===== config.mk =====
export PLATFORM = sky130hd
export DESIGN_NAME = vram_read_arbiter
export DESIGN_NICKNAME = d
export VERILOG_FILES = /design/src/rtl/vram_read_arbiter.sv
export SDC_FILE = /design/constraint.sdc
export NUM_CORES = 1
export LEC_CHECK = 0
export ABC_AREA = 1
export CAP_MARGIN = 15
export CORE_MARGIN = 10
export CORE_UTILIZATION = 40
export DETAILED_ROUTE_END_ITERATION = 7
export PLACE_DENSITY = 0.88
export SYNTH_ARGS = -nofsm -noshare
export SYNTH_HDL_FRONTEND = slang
export SYNTH_SLANG_ARGS = --single-unit

===== constraint.sdc =====
create_clock -name clk -period 2.9 [get_ports clk]
set_input_delay 0.87 -clock clk [delete_from_list [all_inputs] [get_ports clk]]
set_output_delay 0.87 -clock clk [all_outputs]
set_load 0.05 [all_outputs]

===== src/rtl/vram_read_arbiter.sv =====
// vram_read_arbiter
// Shares the single AXI4 read port to SDRAM between NUM_PORTS requesters.
// Port 0 (video scanout) has fixed priority, limited by a streak counter so
// that the lower ports always make progress. Ports 1..NUM_PORTS-1 are served
// round-robin. Only one burst is in flight: AR issue, then R beats are routed
// back to the owning port until the last beat.
module vram_read_arbiter #(
    parameter int NUM_PORTS     = 3,
    parameter int HP_STREAK_MAX = 4,
    parameter int ADDR_W        = 32,
    parameter int DATA_W        = 32
) (
    input  logic                        clk,
    input  logic                        reset,
    input  logic [NUM_PORTS-1:0]        s_ar_valid,
    output logic [NUM_PORTS-1:0]        s_ar_ready,
    input  logic [NUM_PORTS*ADDR_W-1:0] s_ar_addr,
    input  logic [NUM_PORTS*8-1:0]      s_ar_len,
    output logic [NUM_PORTS-1:0]        s_r_valid,
    input  logic [NUM_PORTS-1:0]        s_r_ready,
    output logic [DATA_W-1:0]           s_r_data,
    output logic                        s_r_last,
    output logic                        m_ar_valid,
    input  logic                        m_ar_ready,
    output logic [ADDR_W-1:0]           m_ar_addr,
    output logic [7:0]                  m_ar_len,
    output logic [1:0]                  m_ar_burst,
    input  logic                        m_r_valid,
    output logic                        m_r_ready,
    input  logic [DATA_W-1:0]           m_r_data,
    input  logic                        m_r_last,
    output logic [2:0]                  owner,
    output logic                        busy,
    output logic                        protocol_err
);

    localparam int HP_W = $clog2(HP_STREAK_MAX + 1);

    typedef enum logic [1:0] {
        ST_IDLE,
        ST_ADDR,
        ST_DATA
    } state_t;

    state_t            state;
    logic [HP_W-1:0]   hp_streak;
    logic [2:0]        rr_ptr;     // next lower port to favour, always in 1..NUM_PORTS-1
    logic [7:0]        beat_cnt;   // beats still expected after the current one

    logic              lower_valid;
    logic              hp_blocked;
    logic              win_found;
    logic [2:0]        winner;
    logic [ADDR_W-1:0] win_addr;
    logic [7:0]        win_len;
    logic              accept;
    logic              r_fire;
    int                rr_idx;

    assign m_ar_burst = 2'b01;

    // Pick the winner among current requests: port 0 unless its streak is
    // exhausted while a lower port waits, otherwise round-robin from rr_ptr.
    always_comb begin
        // NOTE: every always_comb output gets a default first so no path leaves it unassigned (no latch).
        rr_idx      = 0;
        winner      = '0;
        win_found   = 1'b0;
        lower_valid = |s_ar_valid[NUM_PORTS-1:1];
        hp_blocked  = (hp_streak == HP_W'(HP_STREAK_MAX)) && lower_valid;
        if (s_ar_valid[0] && !hp_blocked) begin
            winner    = 3'd0;
            win_found = 1'b1;
        end else begin
            for (int k = 0; k < NUM_PORTS - 1; k++) begin
                rr_idx = ((int'(rr_ptr) - 1 + k) % (NUM_PORTS - 1)) + 1;
                for (int i = 1; i < NUM_PORTS; i++) begin
                    if (!win_found && (i == rr_idx) && s_ar_valid[i]) begin
                        winner    = 3'(i);
                        win_found = 1'b1;
                    end
                end
            end
        end
    end

    // Select the winning port's address and length.
    always_comb begin
        win_addr = '0;
        win_len  = '0;
        for (int i = 0; i < NUM_PORTS; i++) begin
            if (winner == 3'(i)) begin
                win_addr = s_ar_addr[i*ADDR_W +: ADDR_W];
                win_len  = s_ar_len[i*8 +: 8];
            end
        end
    end

    assign accept = (state == ST_IDLE) && win_found && !reset;
    assign r_fire = m_r_valid && m_r_ready;

    // Per-port handshakes: accept pulse in IDLE, R routing to the owner in DATA.
    always_comb begin
        s_ar_ready = '0;
        s_r_valid  = '0;
        m_r_ready  = 1'b0;
        for (int i = 0; i < NUM_PORTS; i++) begin
            s_ar_ready[i] = accept && (winner == 3'(i));
            if ((state == ST_DATA) && (owner == 3'(i))) begin
                s_r_valid[i] = m_r_valid;
                m_r_ready    = s_r_ready[i];
            end
        end
    end

    assign s_r_data = (state == ST_DATA) ? m_r_data : '0;
    assign s_r_last = (state == ST_DATA) && m_r_last;

    // Burst sequencer: accept, issue AR, count beats back to IDLE.
    always_ff @(posedge clk) begin
        // NOTE: state registers use non-blocking assignments so every flop samples pre-edge values.
        if (reset) begin
            state        <= ST_IDLE;
            m_ar_valid   <= 1'b0;
            m_ar_addr    <= '0;
            m_ar_len     <= '0;
            owner        <= '0;
            busy         <= 1'b0;
            beat_cnt     <= '0;
            hp_streak    <= '0;
            rr_ptr       <= 3'd1;
            protocol_err <= 1'b0;
        end else begin
            case (state)
                ST_IDLE: begin
                    if (accept) begin
                        m_ar_addr  <= win_addr;
                        m_ar_len   <= win_len;
                        beat_cnt   <= win_len;
                        owner      <= winner;
                        m_ar_valid <= 1'b1;
                        busy       <= 1'b1;
                        state      <= ST_ADDR;
                        if (winner == 3'd0) begin
                            if (!lower_valid)
                                hp_streak <= '0;
                            else if (hp_streak != HP_W'(HP_STREAK_MAX))
                                hp_streak <= hp_streak + 1'b1;
                        end else begin
                            hp_streak <= '0;
                            rr_ptr    <= (winner == 3'(NUM_PORTS - 1)) ? 3'd1 : winner + 3'd1;
                        end
                    end
                end
                ST_ADDR: begin
                    if (m_ar_ready) begin
                        m_ar_valid <= 1'b0;
                        state      <= ST_DATA;
                    end
                end
                ST_DATA: begin
                    if (r_fire) begin
                        if (m_r_last) begin
                            // An early last still ends the burst; the mismatch is flagged.
                            if (beat_cnt != 8'd0)
                                protocol_err <= 1'b1;
                            state <= ST_IDLE;
                            owner <= '0;
                            busy  <= 1'b0;
                        end else if (beat_cnt == 8'd0) begin
                            // Slave overran the length: keep routing until it signals last.
                            protocol_err <= 1'b1;
                        end else begin
                            beat_cnt <= beat_cnt - 8'd1;
                        end
                    end
                end
                default: state <= ST_IDLE;
            endcase
        end
    end

endmodule


Yosys cells after proc, flatten, opt, wreduce, memory -nomap -nowiden
Index checks and enable logic that the tools add are counted.
W data, S select, Z words.
- bits in registers: 62
- output and inout port bits: 88
- word-level logic and storage cells: 134
- add/subtract/negate cells: 7
- eq/ne operators: 20
- multiplexer cells: 53
- bitwise gates (word level): 3
- reduce and logical (&&, ||, !) cells: 41
- operators with widths (cell ; number):
    $mux W32 ; 4
    $mux W8 ; 7
    $mux W3 ; 11
    $mux W1 ; 22
    $logic_and A1 B1 Y1 ; 19
    $pmux W8 S2 ; 1
    $ne A2 B2 Y1 const B ; 6
    $reduce_and A4 Y1 ; 3
    $reduce_and A3 Y1 ; 3
    $logic_not A8 Y1 ; 1
    $mux W2 ; 4
    $reduce_bool A8 Y1 ; 1
    $sub A8 B1 Y8 const B ; 1
    $add A2 B2 Y3 const B ; 2
    $add A3 B1 Y3 const B ; 2
    $eq A2 B3 Y1 const A ; 2
    $eq A3 B1 Y1 const B ; 2
    $eq A3 B2 Y1 const B ; 2
    $eq A3 B3 Y1 const A ; 2
    $logic_not A3 Y1 ; 2
    $pmux W2 S3 ; 1
    $pmux W3 S2 ; 1
    $reduce_bool A2 Y1 ; 3
    $add A4 B2 Y5 const B ; 1
    other kinds (15) ; 21

Depth between registers and ports, before layout
Gate-level depths: netlist (run 1).
- word-level depth: 28
- gate-level depth with buffers: 13
- depth with buffers taken out: 12

Least setup slack after synthesis (run 1)
OpenSTA, ideal clock, no wires.
- path type: input -> output
- start point: in m_r_valid
- end point: out s_r_valid[1]
- arrival: 2.409 ns
- slack: -0.378 ns
- cell stages on the path: 2
- buffers on the path: 0
- path through: inv_1 > nor4_1
- cells in the longest elaborated chain, start to end: 1
- RTL lines (element ; RTL line ; RTL):
    start: declaration ; 28 ; input logic m_r_valid,
    $mux W1 ; 109 ; if ((state == ST_DATA) && (owner == 3'(i))) begin
    end: declaration ; 19 ; output logic [NUM_PORTS-1:0] s_r_valid,
No other way between the ends.

Worst setup path in the final report (run 1)
- start point: in s_ar_valid[1]
- end point: out s_ar_ready[2]
- cells in the longest elaborated chain, start to end: 21
- RTL lines (element ; RTL line ; RTL):
    start: declaration ; 15 ; input logic [NUM_PORTS-1:0] s_ar_valid,
    parallel branches: the longest is 20 deep, another holds $logic_and A1 B1 Y1 ; n/a ;
    $logic_and A1 B1 Y1 * ; 108 ; s_ar_ready[i] = accept && (winner == 3'(i));
    end: declaration ; 16 ; output logic [NUM_PORTS-1:0] s_ar_ready,
Every way passes the cells marked *. The select of a mux whose other input is x is not followed.

==> results of run 1 <==
## cells by family (layout without fill, tap and decap cells)
group,after synthesis,in the layout,share of synthesized area (%)
buffers and inverters,131,386,14.6
adder cells (fa/ha/maj),4,4,1.30
AND/OR/NAND/NOR,380,380,41.8
flip-flops,61,61,31.8
XOR/XNOR,1,1,0.228
AO/OA/AOI/OAI,74,74,10.1
other,2,3,0.195
## layout make-up
| type | instances | area (sq um) | share of cell area, % |
|---|---|---|---|
| clock buffer | 15 | 166 | 2.34 |
| clock inverter | 1 | 5.00 | 0.0703 |
| inverter | 96 | 360 | 5.07 |
| multi-input combinational | 462 | 2100 | 29.5 |
| sequential | 61 | 1220 | 17.2 |
| tap | 129 | 161 | 2.27 |
| timing repair buffer | 274 | 3100 | 43.6 |
## stage by stage
stage / instances / hold WS [ns] / utilization [%] / setup slack [ns] / setup TNS (ns)
after global placement: 1022 / 0.438 / 74.4 / -0.209 / -0.608
after CTS: 1038 / 0.467 / 76.4 / 0.0133 / 0
final: 1038 / 0.463 / 76.6 / 0.0625 / 0
after detailed placement: 1022 / 0.458 / 74.4 / -0.252 / -0.719
after floorplan: 654 / 0.446 / - / 0.0165 / 0
after global routing: 1038 / 0.501 / 76.6 / 0.0163 / 0
## layer usage
layer	GRT usage (%)	wire length, um
met1	23.3	6210
met2	38.1	7970
met3	11.1	1900
met4	5.95	166
met5	0	0
## registers in the layout, indices dropped and copies added, names as in the netlist
| signal | cells |
|---|---|
| state | 2 |
| m_ar_valid | 1 |
| protocol_err | 1 |
| hp_streak | 3 |
| m_ar_addr | 32 |
| owner | 2 |
| rr_ptr | 3 |
| m_ar_len | 8 |
| beat_cnt | 8 |
| busy | 1 |
## final timing paths
check                                                from  cells after the start  slack (ns)                        end
worst max register to register  hp_streak[0]$_SDFFE_PP0P_                     13        0.72   beat_cnt[0]$_SDFFE_PP0P_
worst min-delay path            protocol_err$_SDFFE_PP0P_                      2        0.46  protocol_err$_SDFFE_PP0P_
worst max-delay path                        s_ar_valid[1]                      9        0.06              s_ar_ready[2]
worst min register to register  protocol_err$_SDFFE_PP0P_                      2        0.46  protocol_err$_SDFFE_PP0P_
## tightest hold or removal path, delay by kind of cell, from the launching register on
family	cells	cell delay [ns]
buffers and inverters	1	0.05
AOI/OAI and AO/OA	1	0.05
DFF	1	0.31
## timing repair
| action | CTS | global route |
|---|---|---|
| buffers inserted | 0 | 0 |
| pin swaps | 0 | 2 |
| setup endpoints to repair | 3 | 4 |
| resized for setup | 6 | 10 |
## power by group
group | total [mW] | switching, mW | internal (mW)
clock network | 0.664 | 0.307 | 0.358
registers | 1.09 | 0.0931 | 1.00
logic | 2.17 | 1.31 | 0.860
total | 3.93 | 1.71 | 2.22
## cell usage in the layout, fill, tap and decap left out, drive strengths merged, types with 2 or more instances in the layout
cell type | netlist | layout
clkdlybuf4s50 | 0 | 203
conb | 2 | 3
nor2 | 57 | 57
o21ai | 39 | 39
inv | 96 | 96
a21oi | 33 | 33
nor3 | 5 | 5
nand2 | 220 | 220
dfxtp | 61 | 61
buf | 25 | 67
ha | 4 | 4
nand3 | 94 | 94
clkbuf | 10 | 16
dlymetal6s2s | 0 | 2
==> results.cfg, run 1 <==
[clock_network]
numCtsBuffers = 9
root_buffer = clkbuf_8
clockBufferDepth = 2
tritoncts = built
insertion_delay_ns = 0.32
clkTransAtPathRegs_ns = 0.07
cts.sink_count = 61
ctsHoldBuffers = 0
htreeDepth = 3

[floorplanning]
start_util_pct = 41.4
die_width_um = 118
die_h_um = 118
io_pins = 251
core_sq_mm = 0.00928
die_area_sq_mm = 0.0139
row_count = 35

[power]
ir_drop_v = 0.000318
powerDensity_mw_per_mm2 = 553
cellLeakagePower_nw = 3.43
power_mw = 3.93

[synthesis]
synthTopCellsByArea = dfxtp_1 32%, nand2_1 21%, nand3_1 12%
yosysSeqAreaShare_pct = 31.8
synth_top_area_share_pct = 31.8
ys_async_sr_fraction_pct = 0
netlist_area_sq_mm = 0.00384
ys_ff_latch = 61
ys_warn_count = 0
ys_types = 31
synth_ff_type = dfxtp_1
yosysMostFrequentCell = nand2_1
syn_inst = 653
synth_common_cells = 214 x nand2_1, 93 x nand3_1, 90 x inv_1
synth_edf_count = 0
yosysTopAreaCell = dfxtp_1
avgSynthCellArea_sq_um = 5.88

[placement]
gp_congestion = 0.902
port_buffers = 247
hpwl_mm = 13.3
dpl-instance-area_sq_mm = 0.00691

[worst_setup_path]
crit_family = buffers and inverters
critPathBufInv = 5
worstPathArrival_ns = 1.97
cp-start-kind = primary input
cp_cell_sequence = dlygate4sd2_1 > nor2_4 > o21ai_4 > buf_6 > nand2_4 > inv_2 > nand2_1 > inv_1 > buf_6
endpoint_kind = output pin
required_ns = 2.03
cpMaxStageDelayCell = dlygate4sd2_1
critPathMostFrequentCell = buf_6
crit_type = primary input to output pin
cp_max_fo = 3
cp_slowest_stage_delay_ns = 0.31

[routing]
dr.pass1.iters = 4
drc = 0
wl_mm = 16.2
wl_per_cell_um = 15.6
ant_nets = 0
vias_per_cell = 4.79
vias = 4967
drtIter0Drc = 290

[global_route]
grt.total_usage_pct = 22.1
grt_pass1_wl_mm = 25.2
grt_pass1_vias = 4856
grt_antenna_before_repair = 0
grt-ovfl-total = 0
grt_max_degree = 45

[timing]
period_share_pct = 97.8
tightest_slew_ns = 0.578
slew_headroom_pct = 61.3
slew_viol_final = 0
fin_crit_ns = 2.84
setup_viol = 0
rsz0062_at_grt = no
clock_skew_ns = 0.00840
fmax_mhz = 352
final_hold_viol_count = 0

[layout]
finalInstanceArea_sq_mm = 0.00711
antenna_cells = 0
nFillCells = 695
syn2layout_area_growth_pct = 85.2
drive_above_1_share_pct = 11.7
fin_nets = 1071

[job]
drv_cap = 0

[run_status]
status = complete, no violations

[worst_hold_path]
min_path_type = flop to flop
Note: power is estimated with default switching activity, not from simulation.
==> run 2, diff against run 1 <==
--- a/config.mk
+++ b/config.mk
@@ -8,4 +8,5 @@
 export ABC_AREA = 1
 export CAP_MARGIN = 15
+export CORE_ASPECT_RATIO = 2
 export CORE_MARGIN = 10
 export CORE_UTILIZATION = 40
==> constraint.sdc (replaced) <==
create_clock -name clk -period 2.9 [get_ports clk]
set_input_delay 0.725 -clock clk [delete_from_list [all_inputs] [get_ports clk]]
set_output_delay 0.725 -clock clk [all_outputs]
set_load 0.05 [all_outputs]
==> results.cfg, run 2 (synthesis results as in run 1) <==
[worst_setup_path]
cp_cell_sequence = clkdlybuf4s50_1 > o21ai_4 > buf_12 > nand2_4 > nand2_2 > nor2_1 > buf_4
endpoint_kind = output pin
cpMaxStageDelayCell = clkdlybuf4s50_1
cp_slowest_stage_delay_ns = 0.51
worstPathArrival_ns = 1.97
crit_type = primary input to output pin
cp-start-kind = primary input
required_ns = 2.17
cp_max_fo = 3

[global_route]
grt_pass1_vias = 5123
grt_antenna_before_repair = 0
grt_max_degree = 49
grt.total_usage_pct = 22.4
grt_pass1_wl_mm = 25.0
grt-ovfl-total = 0

[routing]
vias_per_cell = 5.01
vias = 5065
wl_per_cell_um = 16.1
wl_mm = 16.3
ant_nets = 0
drtIter0Drc = 232
dr.pass1.iters = 5
drc = 0

[timing]
slew_headroom_pct = 62.2
setup_viol = 0
tightest_slew_ns = 0.566
final_hold_viol_count = 0
period_share_pct = 93.0
setup_ws_ns = 0.204
fmax_mhz = 371
rsz0062_at_grt = no
slew_viol_final = 0
fin_crit_ns = 2.70
setup_tns_ns = 0
clock_skew_ns = 0.00756

[placement]
hpwl_mm = 13.2
gp_congestion = 0.836
port_buffers = 247
pre_cts_ws_ns = -0.0469

[power]
cellLeakagePower_nw = 3.47
powerDensity_mw_per_mm2 = 611
ir_drop_v = 0.000491

[layout]
drive_above_1_share_pct = 11.0
fin_nets = 1069
syn2layout_area_growth_pct = 87.0
final_common_cell = nand2_1
mostFrequentLayoutCells = 214 x nand2_1, 205 x clkdlybuf4s50_1, 93 x nand3_1
nFillCells = 661
top_register = m_ar_addr
antenna_cells = 0
reg_top3 = m_ar_addr: 32 flops, beat_cnt: 8 flops, m_ar_len: 8 flops
largest_reg_flops = 32

[clock_network]
insertion_delay_ns = 0.33
htreeDepth = 3
numCtsBuffers = 9
clockBufferDepth = 2
root_buffer = clkbuf_16
ctsHoldBuffers = 0
clkTransAtPathRegs_ns = 0.05
cts.sink_count = 61
tritoncts = built

[floorplanning]
row_count = 50
die_h_um = 159
die_area_sq_mm = 0.0142
start_util_pct = 40.9
core_sq_mm = 0.00938
die_width_um = 89.3
io_pins = 251

[run_status]
status = complete, no violations

[worst_hold_path]
min_path_type = flop to flop

[job]
drv_cap = 0
-- run 2: cell count changes in the layout (fill, tap and decap cells not counted), sizes merged --
| cell | change |
|---|---|
| clkinvlp | +3 |
| clkbuf | -6 |
| buf | -2 |
| bufinv | +2 |
| clkdlybuf4s50 | +2 |
| dlygate4sd2 | -1 |
-- run 2: path summary, 6_finish.rpt --
path,end,depth (start not counted),start,slack (ns)
hold reg to reg,protocol_err$_SDFFE_PP0P_,2,protocol_err$_SDFFE_PP0P_,0.46
hold / removal,protocol_err$_SDFFE_PP0P_,2,protocol_err$_SDFFE_PP0P_,0.46
setup reg to reg,beat_cnt[0]$_SDFFE_PP0P_,12,hp_streak[0]$_SDFFE_PP0P_,0.91
setup / recovery,s_ar_ready[0],7,s_ar_valid[0],0.20
-- run 2: layout make-up --
cell class | instances | area, sq um | share of cell area [%]
clock inverter | 6 | 87.6 | 1.22
inverter | 96 | 360 | 5.01
tap | 104 | 130 | 1.81
multi-input combinational | 462 | 2080 | 28.9
timing repair buffer | 272 | 3080 | 42.9
clock buffer | 10 | 229 | 3.19
sequential | 61 | 1220 | 17.0
-- run 2: worst max-delay path: cells and delay by family --
family | cells | cell delay, ns
AO/OA/AOI/OAI | 1 | 0.09
AND/OR/NAND/NOR | 3 | 0.29
buffers and inverters | 3 | 0.87
-- run 2: layer usage --
metal	routed length [um]	track usage, %	vias up
met5	0	0	-
met4	531	10.2	0
met1	5320	20.0	2278
met2	9010	43.1	233
met3	1450	6.96	37
li1	-	-	2517
-- run 2: stage by stage --
stage          instance area, sq um  hold slack (ns)  power (mW)  utilization, %  instances
2_1_floorplan                  3850            0.446        2.35               -        654
3_3_place_gp                   6840            0.439        3.23            72.8        994
3_5_place_dp                   6840            0.448        3.26            72.8        994
4_1_cts                        7180            0.460        4.42            76.5       1011
5_1_grt                        7190            0.483        4.60            76.6       1011
6_report                       7190            0.456        4.39            76.6       1011
-- run 2: timing repair --
item,CTS,global route
buffers inserted,1,0
cloned,0,0
endpoints found under the setup margin,2,3
endpoints found under the hold margin,0,0
gates resized for setup,2,2
pin swaps,1,1
-- run 2: where the power goes --
part | internal (mW) | switching, mW
logic | 0.848 | 1.30
clock network | 0.750 | 0.392
registers | 1.00 | 0.0990
==> run 3, diff against run 2 <==
Settings changed: CELL_PAD_IN_SITES_DETAIL_PLACEMENT set to 0, CELL_PAD_IN_SITES_GLOBAL_PLACEMENT set to 1, CORE_UTILIZATION 40 to 25, HOLD_SLACK_MARGIN set to 0.08, PLACE_DENSITY 0.88 to unset, PLACE_DENSITY_LB_ADDON set to 0.1, SLEW_MARGIN set to 10.
==> results.cfg, run 3 (synthesis results as in run 1) <==
[layout]
fin_nets = 1069
top_register = m_ar_addr
largest_reg_flops = 32
fin_cells = 1105
nFillCells = 1572
finish.utilization_pct = 47.6
antenna_cells = 0
final_common_cell = nand2_1
drive_above_1_share_pct = 11.4
reg_top3 = m_ar_addr: 32 flops, beat_cnt: 8 flops, m_ar_len: 8 flops
mostFrequentLayoutCells = 214 x nand2_1, 206 x clkdlybuf4s50_1, 93 x nand3_1
syn2layout_area_growth_pct = 88.5

[routing]
drtIter0Drc = 129
drc = 0
wl_per_cell_um = 15.7
dr.pass1.iters = 5
vias = 4882
ant_nets = 0
vias_per_cell = 4.42
wl_mm = 17.3

[timing]
clock_skew_ns = 0.00903
setup_viol = 0
slew_headroom_pct = 53.1
setup_tns_ns = 0
period_share_pct = 96.9
slew_viol_final = 0
setup_ws_ns = 0.0893
fmax_mhz = 356
tightest_slew_ns = 0.703
rsz0062_at_grt = no
fin_crit_ns = 2.81
final_hold_viol_count = 0

[power]
cellLeakagePower_nw = 3.44
switching_share_pct = 41.9
internal_power_mw = 2.51
powerDensity_mw_per_mm2 = 597
ir_drop_v = 0.000283
combPwrFrac_pct = 49.9
seq_power_share_pct = 25.2
p_sw_mw = 1.81
power_mw = 4.33
p_clk_share_pct = 24.9

[floorplanning]
start_util_pct = 25.3
io_pins = 251
die_area_sq_mm = 0.0210
die_width_um = 108
core_sq_mm = 0.0152
die_h_um = 195
row_count = 64

[clock_network]
htreeDepth = 3
clockBufferDepth = 2
clkTransAtPathRegs_ns = 0.05
root_buffer = clkbuf_16
numCtsBuffers = 9
cts.sink_count = 61
ctsHoldBuffers = 0
tritoncts = built
cts_setup_buffers = 0
insertion_delay_ns = 0.33

[placement]
hpwl_mm = 14.3
dp_cells = 1089
pre_cts_ws_ns = -0.0333
port_buffers = 247
gp_congestion = 0.783

[worst_setup_path]
reg2regPathDepth = 12
rr_endpoint = m_ar_addr[26]$_SDFFE_PP0P_
r2r_setup_slack_ns = 0.83
worstPathArrival_ns = 2.09
cp-start-kind = primary input
required_ns = 2.17
r2r-start = hp_streak[0]$_SDFFE_PP0P_
cp_max_fo = 3
endpoint_kind = output pin
crit_type = primary input to output pin

[worst_hold_path]
min_path_type = flop to flop
min_to = protocol_err$_SDFFE_PP0P_
hp-start = protocol_err$_SDFFE_PP0P_
min_path_cells = 2

[run_status]
status = complete, no violations

[global_route]
grt_pass1_vias = 5064
grt_max_degree = 51
grt_antenna_before_repair = 1
grt.total_usage_pct = 16.3
grt-ovfl-total = 0
grt_pass1_wl_mm = 27.2

[job]
drv_cap = 0
==> run 3: how the worst max path moves through the flow <==
stage | from | to | slack, ns | depth (start not counted)
2_1_floorplan | s_ar_valid[2] | s_ar_ready[0] | 0.04 | 7
3_3_place_gp | s_ar_valid[2] | s_ar_ready[2] | 0.001 | 11
4_1_cts | s_ar_valid[2] | s_ar_ready[2] | 0.008 | 11
3_5_place_dp | s_ar_valid[2] | s_ar_ready[2] | -0.03 | 11
5_1_grt | s_ar_valid[1] | s_ar_ready[2] | 0.03 | 9
6_report | s_ar_valid[1] | s_ar_ready[2] | 0.09 | 9
==> run 3: stage by stage <==
stage,hold WS [ns],cell area [sq um]
global placement,0.445,6940
detailed placement,0.449,6940
finish,0.450,7240
global route,0.478,7240
floorplan,0.446,3850
CTS,0.458,7240
==> run 3: routing by layer <==
metal / global-route usage [%] / up-vias / share of wire, %
li1: - / 2515 / -
met1: 14.3 / 2173 / 33
met2: 32.9 / 171 / 58
met3: 5.24 / 21 / 7.5
met4: 4.93 / 2 / 1.7
met5: 0 / - / 0.046
==> run 3: area by class of cell <==
type / count / area, sq um / area share (%)
multi-input cells: 462 / 2070 / 28.6
repair buffers: 272 / 3040 / 42.0
clock inverters: 7 / 75.1 / 1.04
clock buffers: 9 / 225 / 3.11
flip-flops and latches: 61 / 1220 / 16.9
inverters: 96 / 360 / 4.97
well taps: 198 / 248 / 3.42
==> run 3: critical path, stage by stage <==
cell and delay, ns:
clkdlybuf4s50_1 0.53, nor2_2 0.07, o21ai_4 0.13, buf_4 0.16, nand2_4 0.06, inv_2 0.05
nand2_1 0.10, inv_2 0.09, buf_6 0.16
==> run 3: timing repair <==
| action | CTS | global route |
|---|---|---|
| gates resized for setup | 2 | 2 |
| cloned | 0 | 0 |
| hold endpoints to repair | 0 | 0 |
| setup endpoints to repair | 1 | 3 |
==> run 3: power groups by stage <==
| stage | combinational, mW | sequential [mW] | clock (mW) |
|---|---|---|---|
| detailed placement | 2.19 | 1.11 | 0 |
| finish | 2.16 | 1.09 | 1.08 |
| CTS | 2.19 | 1.09 | 1.11 |
| floorplan | 0.810 | 1.54 | 0 |
| global placement | 2.17 | 1.10 | 0 |
| global route | 2.33 | 1.11 | 1.15 |
